### config.mk
export PLATFORM = sky130hd
export DESIGN_NAME = hangman_engine
export DESIGN_NICKNAME = d
export VERILOG_FILES = /design/src/rtl/hangman_pkg.sv /design/src/rtl/hangman_match.sv /design/src/rtl/hangman_engine.sv
export SDC_FILE = /design/constraint.sdc
export NUM_CORES = 1
export LEC_CHECK = 0
export BUFFER_PORTS_ARGS = -buffer_cell sky130_fd_sc_hd__buf_2
export CORE_ASPECT_RATIO = 1.25
export CORE_UTILIZATION = 59
export CTS_BUF_LIST = sky130_fd_sc_hd__clkbuf_8
export DETAILED_ROUTE_END_ITERATION = 12
export MAX_ROUTING_LAYER = met4
export PLACE_DENSITY = 0.87
export REMOVE_ABC_BUFFERS = 1
export SLEW_MARGIN = 30
export SYNTH_ARGS = -nofsm -noshare
export SYNTH_HDL_FRONTEND = slang
export SYNTH_HIERARCHICAL = 1
export SYNTH_SLANG_ARGS = --single-unit
### constraint.sdc
create_clock -name clk -period 3.8 [get_ports clk]
set_input_delay 0.76 -clock clk [delete_from_list [all_inputs] [get_ports clk]]
set_output_delay 0.76 -clock clk [all_outputs]
set_load 0.02 [all_outputs]
### src/rtl/hangman_pkg.sv
// Shared definitions for the hangman engine: state encoding and letter-code constants.
package hangman_pkg;

  localparam int unsigned CHAR_W_DEFAULT = 5;
  localparam int unsigned CODE_NONE      = 0;
  localparam int unsigned CODE_A         = 1;
  localparam int unsigned CODE_Z         = 26;

  typedef enum logic [2:0] {
    ST_IDLE  = 3'd0,
    ST_LOAD  = 3'd1,
    ST_GUESS = 3'd2,
    ST_CHECK = 3'd3,
    ST_WIN   = 3'd4,
    ST_LOSE  = 3'd5
  } state_t;

endpackage

### src/rtl/hangman_match.sv
// Compares one letter against every position of the secret word in parallel.
module hangman_match #(
  parameter int unsigned WORD_LEN = 5,
  parameter int unsigned CHAR_W   = 5
) (
  input  logic [WORD_LEN*CHAR_W-1:0] word,
  input  logic [CHAR_W-1:0]          letter,
  output logic [WORD_LEN-1:0]        match
);

  always_comb begin
    match = '0;
    for (int unsigned i = 0; i < WORD_LEN; i++) begin
      match[i] = (word[i*CHAR_W +: CHAR_W] == letter);
    end
  end

endmodule

### src/rtl/hangman_engine.sv
// Hangman game controller: loads a secret word, scores guesses, tracks revealed
// letters and remaining misses, and reports win/lose.
module hangman_engine
  import hangman_pkg::*;
#(
  parameter int unsigned WORD_LEN     = 5,
  parameter int unsigned CHAR_W       = CHAR_W_DEFAULT,
  parameter int unsigned MAX_TRIES    = 7,
  parameter int unsigned REPEAT_COSTS = 0
) (
  input  logic                               clk,
  input  logic                               rst,
  input  logic                               start,
  input  logic                               word_valid,
  input  logic [WORD_LEN*CHAR_W-1:0]         word,
  input  logic                               char_valid,
  input  logic [CHAR_W-1:0]                  char_in,
  output logic                               char_ready,
  output logic [WORD_LEN-1:0]                guessed_mask,
  output logic [$clog2(MAX_TRIES+1)-1:0]     tries_left,
  output logic                               hit,
  output logic                               miss,
  output logic                               dup,
  output logic                               bad,
  output logic                               win,
  output logic                               lose,
  output logic                               busy
);

  localparam int unsigned TRY_W = $clog2(MAX_TRIES + 1);

  state_t                       state_q, state_d;
  logic [WORD_LEN-1:0]          mask_q, mask_d;
  logic [TRY_W-1:0]             tries_q, tries_d, tries_dec;
  logic [WORD_LEN*CHAR_W-1:0]   word_q, word_d;
  logic [CHAR_W-1:0]            letter_q, letter_d;
  logic [WORD_LEN-1:0]          match;
  logic                         letter_ok;
  logic                         hit_c, miss_c, dup_c, bad_c;

  hangman_match #(
    .WORD_LEN (WORD_LEN),
    .CHAR_W   (CHAR_W)
  ) u_match (
    .word   (word_q),
    .letter (letter_q),
    .match  (match)
  );

  assign letter_ok = (letter_q >= CHAR_W'(CODE_A)) && (letter_q <= CHAR_W'(CODE_Z));
  assign tries_dec = (tries_q == '0) ? '0 : tries_q - TRY_W'(1);

  always_ff @(posedge clk) begin
    if (rst) begin
      state_q  <= ST_IDLE;
      mask_q   <= '0;
      tries_q  <= TRY_W'(MAX_TRIES);
      word_q   <= '0;
      letter_q <= CHAR_W'(CODE_NONE);
    end else begin
      state_q  <= state_d;
      mask_q   <= mask_d;
      tries_q  <= tries_d;
      word_q   <= word_d;
      letter_q <= letter_d;
    end
  end

  // Next-state and result pulses; start preempts everything, including a pending check.
  always_comb begin
    state_d  = state_q;
    mask_d   = mask_q;
    tries_d  = tries_q;
    word_d   = word_q;
    letter_d = letter_q;
    hit_c    = 1'b0;
    miss_c   = 1'b0;
    dup_c    = 1'b0;
    bad_c    = 1'b0;
    if (start) begin
      state_d = ST_LOAD;
      mask_d  = '0;
      tries_d = TRY_W'(MAX_TRIES);
    end else begin
      case (state_q)
        ST_LOAD: begin
          if (word_valid) begin
            word_d  = word;
            state_d = ST_GUESS;
          end
        end
        ST_GUESS: begin
          if (char_valid) begin
            letter_d = char_in;
            state_d  = ST_CHECK;
          end
        end
        ST_CHECK: begin
          state_d = ST_GUESS;
          if (!letter_ok) begin
            bad_c = 1'b1;
          end else if (match == '0) begin
            miss_c  = 1'b1;
            tries_d = tries_dec;
            if (tries_dec == '0) state_d = ST_LOSE;
          end else if ((match & ~mask_q) != '0) begin
            hit_c  = 1'b1;
            mask_d = mask_q | match;
            if (&mask_d) state_d = ST_WIN;
          end else begin
            dup_c = 1'b1;
            if (REPEAT_COSTS != 0) begin
              tries_d = tries_dec;
              if (tries_dec == '0) state_d = ST_LOSE;
            end
          end
        end
        ST_IDLE, ST_WIN, ST_LOSE: ;
        default: state_d = ST_IDLE;
      endcase
    end
  end

  // Result pulses are suppressed while reset is applied so an interrupted check stays silent.
  assign hit  = hit_c  & ~rst;
  assign miss = miss_c & ~rst;
  assign dup  = dup_c  & ~rst;
  assign bad  = bad_c  & ~rst;

  assign char_ready   = (state_q == ST_GUESS);
  assign busy         = (state_q == ST_LOAD) || (state_q == ST_GUESS) || (state_q == ST_CHECK);
  assign win          = (state_q == ST_WIN);
  assign lose         = (state_q == ST_LOSE);
  assign guessed_mask = mask_q;
  assign tries_left   = tries_q;

endmodule

==> flow_results.org <==
** Detailed routing
- Remaining routing DRC violations :: 0
- DR vias/cell :: 5.47
- Via count of the routed design :: 1817
- Wirelength, routed :: 4280 um
- Wirelength per Cell :: 12.9 um
- In this run the remaining antenna-violating nets after routing total 0.
- Before antenna repair, the detailed router went through 4 iterations.
- The detailed router finished its first iteration with 25 violations.

** Cells and area
- At the end of the flow, the number of nets in the layout was 332.
- Compared with the post-synthesis result, the final layout area differs by 15.3%.
- Post-layout instance area :: 2390 um2
- Number of diodes added for antenna fixing :: 0
- Of the cells placed in the final design, the portion with a size suffix greater than 1 is 23.1%.
- In the layout the commonest cells are sky130_fd_sc_hd__nand2_1, sky130_fd_sc_hd__buf_2, sky130_fd_sc_hd__dfxtp_1, sky130_fd_sc_hd__a21oi_1, sky130_fd_sc_hd__nor2_1.
- Layout filler cell count :: 279
- Leaving out fill and tap cells, the most frequent cell in the layout is sky130_fd_sc_hd__nand2_1.

** Global route
- Summed over all layers, the global routing overflow is 0.
- Pin count of the biggest net entering global routing :: 34
- Initial antenna violation count :: 0
- Total global-route track usage :: 26.0%
- Via count of the first global-routing pass :: 1559
- The first global-routing pass estimated 6740 um of wire.

** CTS
- Count of instances resized after the clock tree is built :: 0
- After clock tree synthesis, the flow added hold-fix buffers numbering 0.
- CTS root buffer :: sky130_fd_sc_hd__clkbuf_8
- Clock Sinks :: 41
- The H-tree was split into 2 levels.
- Clock latency on the worst-skew pair :: 0.29 ns
- Clock tree synthesis inserted a total of 5 buffers.
- The clock passes through at most 2 buffers.
- TritonCTS clock tree :: built
- Clock Pin Slew Worst Setup and Hold Paths :: 0.08 ns
- Post-CTS Setup Inserts :: 0

** Die
- Measured along the x axis, the die boundary spans 55.0 um.
- Height of the die :: 68.2 um
- After floorplanning, the core was divided into 23 placement rows.
- Initial cell density of the core :: 63.1%
- I/O pins :: 51
- The floorplan step defined a die boundary enclosing 3750 um2.
- Core area :: 3280 um2

** Critical path
- Arrival time at the worst endpoint :: 2.60 ns
- Count of cells along the worst register-to-register path :: 6
- The critical path in this run is classified as reg -> out.
- Of all nets on the critical path, the largest fanout is 8.
- STA puts the critical path data required time at 3.04 ns.
- STA classifies the critical path startpoint as a register.
- STA classifies the critical path endpoint as a primary output.

** Run status
- Status :: complete, no violations

** Pwr
- Per report_power, the clock group accounts for 39.6% of the total.
- Net switching is 22.5% of the power.
- Per report_power, the combinational group accounts for 8.7% of the total.
- Int Power :: 660 uW
- Leakage Power :: 0.00104 uW
- Net switching power :: 192 uW
- Summing internal, switching and leakage power gives 852 uW.
- Peak supply drop :: 0.000335 V
- Pwr per Cell Area :: 357 nW/um2
- Sequential power share :: 51.7%

** Yosys
- Summing the sequential cell areas from Yosys gives 39.6% of the chip area.
- Post-synth ARST share :: 0%
- In this run, synthesis inferred 0 flip-flops with an integrated enable.
- Unique masters post-synth :: 40
- In this run, synthesis produced a sequential element count of 41.
- Yosys synthesis warning count :: 6
- Post-synthesis instance total :: 253
- Top flip-flop cell by instance count after synthesis :: sky130_fd_sc_hd__dfxtp_1
- Synth Area per Inst :: 8.18 um2
- Netlist Area Pre-Place :: 2070 um2

** Timing
- Across the routed clock network, the largest skew measured is 0.00411 ns.
- Setup repair after global routing left no endpoint under its margin.
- For the final routed database, the setup TNS stands at 0 ns.
- Final Hold Violating Endpoints :: 0
- The total count of max-transition violations in the final report was 0.
- Fin crit period :: 3.36 ns
- After layout, the worst path uses 88.3% of the clock period.
- Setup violations remaining at the end of the flow were counted as 0.
- Maximum operating frequency :: 298 MHz
- For the pin with the worst max-slew slack, the measured transition is 0.883 ns.
- Max-slew headroom at the worst pin :: 40.9%

** Min path
- The worst hold path belongs to the class reg -> reg.
- Depth of the worst hold-timing path :: 2

** Placed design
- Placed Area :: 2280 um2
- Summed over all nets, the half-perimeter wirelength after detailed placement is 3120 um.
- In this run the tool buffered the top-level ports with 50 buffer cells.
- Routability-driven placement finished with a final weighted congestion of 0.849.

** Job
- The tool flagged a number of max-cap violations equal to 0.
-- path summary, 6_finish.rpt --
| path | start | end | slack, ns |
|---|---|---|---|
| max | letter_q[4] | hit | 0.44 |
| min | word_q[22] | word_q[22] | 0.47 |
| max reg2reg | letter_q[2] | state_q[0] | 1.21 |
| min reg2reg | word_q[22] | word_q[22] | 0.47 |
-- sequential cells by signal, indices dropped and copies added (netlist names) --
register and flops:
state_q 3, letter_q 5, guessed_mask 5, word_q 25
tries_left 3
-- metrics by stage --
stage | setup WS, ns | hold WS, ns | util [%] | std cells
floorplan | 0.972 | 0.442 | - | 237
global placement | 0.820 | 0.456 | 69.6 | 325
detailed placement | 0.770 | 0.460 | 69.6 | 325
CTS | 0.439 | 0.471 | 72.8 | 332
global route | 0.232 | 0.482 | 72.8 | 332
finish | 0.443 | 0.474 | 72.8 | 332
-- synthesized netlist by cell type (5+ instances only) --
cell	number	area, um2
sky130_fd_sc_hd__nor3_2	5	50.1
sky130_fd_sc_hd__inv_1	5	18.8
sky130_fd_sc_hd__a21oi_1	28	140
sky130_fd_sc_hd__a22o_1	5	43.8
sky130_fd_sc_hd__nand3_1	8	40.0
sky130_fd_sc_hd__dfxtp_1	41	821
sky130_fd_sc_hd__xor2_1	10	87.6
sky130_fd_sc_hd__clkbuf_1	11	41.3
sky130_fd_sc_hd__nor2b_1	6	37.5
sky130_fd_sc_hd__nor2_1	16	60.1
sky130_fd_sc_hd__nand2_1	53	199
sky130_fd_sc_hd__xnor2_1	15	131
sky130_fd_sc_hd__mux2i_1	5	50.1
-- routing by layer --
metal,up-vias,part of all wire [%],global-route usage [%]
met5,-,0,-
met4,0,1.7,10.0
met3,8,4.4,6.22
met2,44,51,45.5
met1,824,43,27.6
li1,941,-,-
-- area by class of cell --
type	instances	area (um2)	share of cell area (%)
clock buffer	5	68.8	2.88
clock inverter	2	35.0	1.47
inverter	5	18.8	0.786
multi-input combinational	191	1140	47.7
sequential	41	821	34.4
tap	37	46.3	1.94
timing repair buffer	51	258	10.8
-- critical path, cell delays in order (launching register included) --
cell                       delay (ns)
sky130_fd_sc_hd__dfxtp_1         0.54
sky130_fd_sc_hd__xnor2_1         0.18
sky130_fd_sc_hd__nand3_1         0.11
sky130_fd_sc_hd__nor3_2          0.30
sky130_fd_sc_hd__nor2b_1         0.24
sky130_fd_sc_hd__nor3_1          0.10
sky130_fd_sc_hd__a311oi_1        0.55
sky130_fd_sc_hd__buf_2           0.28
-- power groups by stage --
stage,Combinational [uW],Sequential (uW),Clock [uW]
2_1_floorplan,41.2,449,0
4_1_cts,74.0,441,341
3_5_place_dp,73.7,451,0
5_1_grt,81.7,442,361
3_3_place_gp,72.6,451,0
6_report,74.0,441,337
-- kinds of logic (layout without fill, tap and decap cells) --
family	count (synthesis)	count (layout)	synth area share, %
mux	5	5	2.42
fa+ha+maj	2	2	1.21
compound gates	49	49	14.8
flops	41	41	39.6
buf+inv	21	63	5.32
xor+xnor	25	25	10.6
simple gates	110	110	26.0
Power figures use the tool's default switching activity.
